`config.mk`:
```
export PLATFORM = sky130hd
export DESIGN_NAME = icache_tag_array
export DESIGN_NICKNAME = d
export VERILOG_FILES = /design/src/rtl/icache_tag_array.sv
export SDC_FILE = /design/constraint.sdc
export NUM_CORES = 2
export LEC_CHECK = 0
export ABC_AREA = 1
export CORE_MARGIN = 2
export CORE_UTILIZATION = 45
export CTS_CLUSTER_DIAMETER = 120
export CTS_CLUSTER_SIZE = 20
export DETAILED_ROUTE_END_ITERATION = 7
export GPL_TIMING_DRIVEN = 0
export SYNTH_ARGS = -nofsm -noshare
export SYNTH_HDL_FRONTEND = slang
export SYNTH_SLANG_ARGS = --single-unit
```
`constraint.sdc`:
```
create_clock -name i_clk -period 6.15 [get_ports i_clk]
set_clock_uncertainty 0.15 [all_clocks]
set_input_delay 1.23 -clock i_clk [delete_from_list [all_inputs] [get_ports i_clk]]
set_output_delay 1.23 -clock i_clk [all_outputs]
set_load 0.01 [all_outputs]
```
`src/rtl/icache_tag_array.sv`:
```
// Instruction-cache tag/valid store: one-cycle tag reads for fetch,
// line fills and whole-cache invalidate serialized behind o_avail.
module icache_tag_array #(
    parameter int NUM_SETS  = 64,
    parameter int NUM_WAYS  = 2,
    parameter int TAG_WIDTH = 20,
    parameter int PC_WIDTH  = 32,
    parameter int INDEX_LSB = 6
) (
    input  logic                          i_clk,
    input  logic                          i_rst_n,
    input  logic                          i_read,
    input  logic [PC_WIDTH-1:0]           i_pc,
    output logic                          o_avail,
    output logic                          o_resp_valid,
    output logic [NUM_WAYS*TAG_WIDTH-1:0] o_resp_tags,
    output logic [NUM_WAYS-1:0]           o_resp_way_valid,
    input  logic                          i_fill,
    input  logic [PC_WIDTH-1:0]           i_fill_pc,
    input  logic [$clog2(NUM_WAYS)-1:0]   i_fill_way,
    input  logic                          i_inv_all,
    output logic                          o_inv_done,
    input  logic [31:0]                   i_log_fd
);

    localparam int IDX_W = $clog2(NUM_SETS);
    localparam int TAG_LSB = INDEX_LSB + IDX_W;

    typedef enum logic [1:0] {
        S_INIT,
        S_READY,
        S_INV
    } state_e;

    state_e state_q, state_d;
    logic [IDX_W-1:0] sweep_idx_q, sweep_idx_d;
    logic inv_pend_q, inv_pend_d;

    logic resp_valid_q, resp_valid_d;
    logic [NUM_WAYS*TAG_WIDTH-1:0] resp_tags_q, resp_tags_d;
    logic [NUM_WAYS-1:0] resp_way_valid_q, resp_way_valid_d;

    logic [TAG_WIDTH-1:0] tag_q [NUM_SETS][NUM_WAYS];
    logic [NUM_WAYS-1:0] valid_q [NUM_SETS];

    logic [IDX_W-1:0] rd_idx;
    logic [IDX_W-1:0] fill_idx;
    logic [TAG_WIDTH-1:0] fill_tag;
    logic sweep_last;
    logic sweep_en;
    logic fill_en;
    logic read_acc;
    logic fill_way_ok;

    assign rd_idx = i_pc[INDEX_LSB +: IDX_W];
    assign fill_idx = i_fill_pc[INDEX_LSB +: IDX_W];
    assign fill_tag = i_fill_pc[TAG_LSB +: TAG_WIDTH];
    assign fill_way_ok = int'(i_fill_way) < NUM_WAYS;
    assign sweep_last = sweep_idx_q == IDX_W'(NUM_SETS - 1);

    always_comb begin
        o_avail = (state_q == S_READY) & ~i_fill & ~i_inv_all;
        read_acc = i_read & o_avail;
        sweep_en = i_rst_n & (state_q != S_READY);
        fill_en = i_rst_n & (state_q == S_READY) & i_fill
                  & ~i_inv_all & fill_way_ok;
        // An invalidate seen during INIT is folded into the init sweep.
        o_inv_done = sweep_last
                     & ((state_q == S_INV)
                        | ((state_q == S_INIT) & (inv_pend_q | i_inv_all)));
    end

    always_comb begin
        state_d = state_q;
        sweep_idx_d = sweep_idx_q;
        inv_pend_d = inv_pend_q;
        unique case (state_q)
            S_INIT: begin
                sweep_idx_d = sweep_idx_q + IDX_W'(1);
                if (i_inv_all) begin
                    inv_pend_d = 1'b1;
                end
                if (sweep_last) begin
                    state_d = S_READY;
                    sweep_idx_d = '0;
                    inv_pend_d = 1'b0;
                end
            end
            S_INV: begin
                sweep_idx_d = sweep_idx_q + IDX_W'(1);
                if (sweep_last) begin
                    state_d = S_READY;
                    sweep_idx_d = '0;
                end
            end
            S_READY: begin
                if (i_inv_all) begin
                    state_d = S_INV;
                    sweep_idx_d = '0;
                end
            end
            default: begin
                state_d = S_INIT;
                sweep_idx_d = '0;
            end
        endcase
    end

    always_comb begin
        resp_valid_d = read_acc;
        resp_tags_d = resp_tags_q;
        resp_way_valid_d = resp_way_valid_q;
        if (read_acc) begin
            for (int w = 0; w < NUM_WAYS; w++) begin
                resp_tags_d[w*TAG_WIDTH +: TAG_WIDTH] = tag_q[rd_idx][w];
            end
            resp_way_valid_d = valid_q[rd_idx];
        end
    end

    always_ff @(posedge i_clk) begin
        if (!i_rst_n) begin
            state_q <= S_INIT;
            sweep_idx_q <= '0;
            inv_pend_q <= 1'b0;
            resp_valid_q <= 1'b0;
            resp_tags_q <= '0;
            resp_way_valid_q <= '0;
        end else begin
            state_q <= state_d;
            sweep_idx_q <= sweep_idx_d;
            inv_pend_q <= inv_pend_d;
            resp_valid_q <= resp_valid_d;
            resp_tags_q <= resp_tags_d;
            resp_way_valid_q <= resp_way_valid_d;
        end
    end

    // Tags are never cleared; only valid bits are swept.
    always_ff @(posedge i_clk) begin
        if (sweep_en) begin
            valid_q[sweep_idx_q] <= '0;
        end
        if (fill_en) begin
            valid_q[fill_idx][i_fill_way] <= 1'b1;
            tag_q[fill_idx][i_fill_way] <= fill_tag;
        end
    end

    assign o_resp_valid = resp_valid_q;
    assign o_resp_tags = resp_tags_q;
    assign o_resp_way_valid = resp_way_valid_q;

`ifndef SYNTHESIS
    always_ff @(posedge i_clk) begin
        if (i_rst_n && i_log_fd != 32'd0) begin
            if (read_acc) begin
                $display("[ITAG] read pc=%h set=%0d", i_pc, rd_idx);
            end
            if (fill_en) begin
                $display("[ITAG] fill pc=%h set=%0d way=%0d",
                         i_fill_pc, fill_idx, i_fill_way);
            end
            if (sweep_en && sweep_last) begin
                $display("[ITAG] sweep done inv=%0d", o_inv_done);
            end
        end
    end
`endif

endmodule

```
==> results.sh <==
export IMPL_syn_to_final_growth_pct=11.1
export IMPL_end_kind="flip-flop"
export IMPL_violations="capacitance limit, slew limit"
export IMPL_portBuffers=78
export IMPL_rsz0062_at_grt="no"
export IMPL_insertion_delay_ns=0.87
export IMPL_seqPwrFrac=0.598
export IMPL_first_pass_iters=8
export IMPL_seq_area_frac_synth=0.738
export IMPL_viasPerCell=6.06
export IMPL_worstRegToRegCells=12
export IMPL_postLayoutCellArea_um2=123000
export IMPL_period_minus_slack_ns=5.41
export IMPL_synth_top_area_cell="edfxtp_1"
export IMPL_clock_sinks=2740
export IMPL_wl_um=419000
export IMPL_num_vias=79300
export IMPL_critPathMaxStageDelay_ns=0.94
export IMPL_die_area_um2=250000
export IMPL_initial_core_util=0.451
export IMPL_r2r_start="state_q[0]"
export IMPL_fmax_mhz=185
export IMPL_grtUsageTotal=0.329
export IMPL_nNetsFinal=9897
export IMPL_syn_area_per_cell_um2=11.8
export IMPL_cts_hold_buf=0
export IMPL_drt_iter0_drc=13000
export IMPL_rrSetupSlack_ns=1.17
export IMPL_overflow=0
export IMPL_die_w_um=500
export IMPL_synth_ff_latch_count=2740
export IMPL_syn_nets=9526
export IMPL_clockBufferDepth=3
export IMPL_grt_max_degree=97
export IMPL_cp_start_kind="primary input"
export IMPL_grt_util_met2=0.494
export IMPL_top_usage_layer="met2"
export IMPL_hold_viol=0
export IMPL_detail_route_antenna_nets=0
export IMPL_fin_setup_tns_ns=0
export IMPL_die_h_um=500
export IMPL_coreArea_um2=245000
export IMPL_synth_edf_count=2688
export IMPL_fin_crit_sh=0.880
export IMPL_status="complete, but fails checks"
export IMPL_drt_wirelength_per_cell_um=32.0
export IMPL_root_buffer="clkbuf_16"
export IMPL_leakagePower_nw=42.6
export IMPL_async_flop_share=0
export IMPL_syn_inst=9423
export IMPL_cp_cell_sequence="clkdlybuf4s50_1 > inv_1 > nor2_4 > nand2_4 > buf_6 > inv_4 > buf_16 > nand2_1 > clkbuf_2 > nor2_2 > buf_8"
export IMPL_grt_pass1_wl_um=572000
export IMPL_switching_power_w=0.00846
export IMPL_relSlewSlack=-0.103
export IMPL_cap_violations=4
export IMPL_io_pins=147
export IMPL_grt_pass1_vias=72600
export IMPL_total_power_w=0.0342
export IMPL_drc=0
export IMPL_slew_violations=33
export IMPL_placed_area_um2=119000
export IMPL_hold_end="inv_pend_q"
export IMPL_ir_worst_vdd_mv=0.269
export IMPL_ctsResizeCount=0
export IMPL_htree_levels=4
export IMPL_cts_buffers=154
export IMPL_hold_path_class="flip-flop to flip-flop"
export IMPL_synth_area_leaders="edfxtp_1 73%, nand3_1 12%, nand2_1 10%"
export IMPL_grtUsageMet3=0.0821
export IMPL_hold_start="inv_pend_q"
export IMPL_post_cts_buffers=0
export IMPL_holdPathStages=2
export IMPL_slowest_stage="nor2_2"
export IMPL_netlist_area_um2=111000
export IMPL_path_max_fanout=73
export IMPL_met1_usage=0.428
export IMPL_r2r_end="tag_q[47][5]"
export IMPL_p_sw_frac=0.247
export IMPL_rows=182
export IMPL_yosys_warnings=0
export IMPL_worst_pin_slew_ns=1.66
export IMPL_dp_hpwl_um=289000
export IMPL_p_clk_frac=0.318
export IMPL_comb_power_share=0.084
export IMPL_drive_gt1_frac=0.0786
export IMPL_p_int_w=0.0257
export IMPL_yosysUniqueCellTypes=34
export IMPL_setup_viol=0
export IMPL_critPathKind="primary input to flip-flop"
export IMPL_cts_tree="done"
export IMPL_crit_required_ns=6.58
export IMPL_synthFlopType="edfxtp_1"
export IMPL_antenna_found_initial=30
export IMPL_clk_pin_slew_worst_paths_ns=0.09
export IMPL_powerDensity_nw_per_um2=278
export IMPL_gp_routability_congestion=1.00
export IMPL_crit_arrival_ns=5.85
export IMPL_synth_top_area_frac=0.728
[worst max-delay path by stage]
stage,start,end,slack (ns),cells past startpoint
after CTS,i_rst_n,tag_q[47][10],1.0,11
after detailed placement,i_rst_n,tag_q[47][14],0.10,11
after floorplan,i_inv_all,tag_q[10][0],0.73,9
final,i_rst_n,tag_q[47][5],0.74,11
after global placement,i_rst_n,tag_q[21][11],-4.18,9
after global routing,i_rst_n,tag_q[49][3],0.75,11
[stage by stage]
step                hold slack [ns]  instances  worst slack (ns)   util
global placement              0.313      12700             -4.18  0.471
CTS                           0.357      13100             0.999  0.502
finish                        0.360      13100             0.736  0.502
global route                  0.408      13100             0.755  0.502
floorplan                     0.304       9423             0.730      -
detailed placement            0.344      12900             0.103  0.484
[routing by layer]
metal	share of wire	vias to the layer above	wire, um
li1	-	33900	-
met5	0.00037	-	153
met4	0.076	12	31900
met2	0.44	5307	184000
met1	0.37	39100	154000
met3	0.11	962	48000
[synth_stat cells (3+ instances only)]
master    instances
a21oi_1           3
buf_1            91
buf_2           244
clkbuf_1        288
dfxtp_1          52
edfxtp_1       2688
inv_1            69
inv_2             6
nand2_1        3040
nand2_2           4
nand3_1        2566
nor2_1          264
nor2_4           18
nor3_1           18
o21a_1           42
o21ai_0           4
o21ai_2           4
[state kept, by name (all words and copies together), names as in the netlist]
register	flops
tag_q	2560
valid_q	128
o_resp_tags	40
sweep_idx_q	6
o_resp_way_valid	2
state_q	2
inv_pend_q	1
o_resp_valid	1
[power groups by stage]
stage	clock [W]	combinational, W	sequential, W
2_1_floorplan	0	0.00118	0.0209
3_3_place_gp	0	0.00265	0.0210
3_5_place_dp	0	0.00274	0.0209
4_1_cts	0.0109	0.00275	0.0204
5_1_grt	0.0115	0.00294	0.0204
6_report	0.0109	0.00286	0.0204
[worst max-delay path, delay by kind of cell]
family,cells,cell delay (ns)
AND/OR/NAND/NOR,4,1.71
buffers and inverters,7,2.75
[kinds of logic after synthesis]
| group | count (synthesis) | synth area share |
|---|---|---|
| AO/OA/AOI/OAI | 63 | 0.00441 |
| XOR/XNOR | 1 | 0.0000790 |
| adder cells (fa/ha/maj) | 1 | 0.000113 |
| buffers and inverters | 704 | 0.0267 |
| flip-flops | 2740 | 0.738 |
| AND/OR/NAND/NOR | 5914 | 0.231 |
[cell type report]
cell class | instances | area [um2]
fill | 21600 | 122000
sequential | 2740 | 81800
multi-input combinational | 5979 | 26600
clock buffer | 204 | 4110
tap | 3220 | 4030
timing repair buffer | 215 | 3440
buffer | 625 | 2690
inverter | 79 | 304
clock inverter | 12 | 184
antenna | 11 | 27.5
[cell usage in the layout (no fill, tap or decap), drive strengths merged, types with 10 or more instances in the layout]
master and instances:
inv 83, clkbuf 492, nand3 2566, nand2 3046
dfxtp 52, edfxtp 2688, nor3 18, nor2 282
clkdlybuf4s50 58, o21ai 10, buf 494, o21a 42
diode 11
No activity file was read; power rests on OpenSTA's default activity.
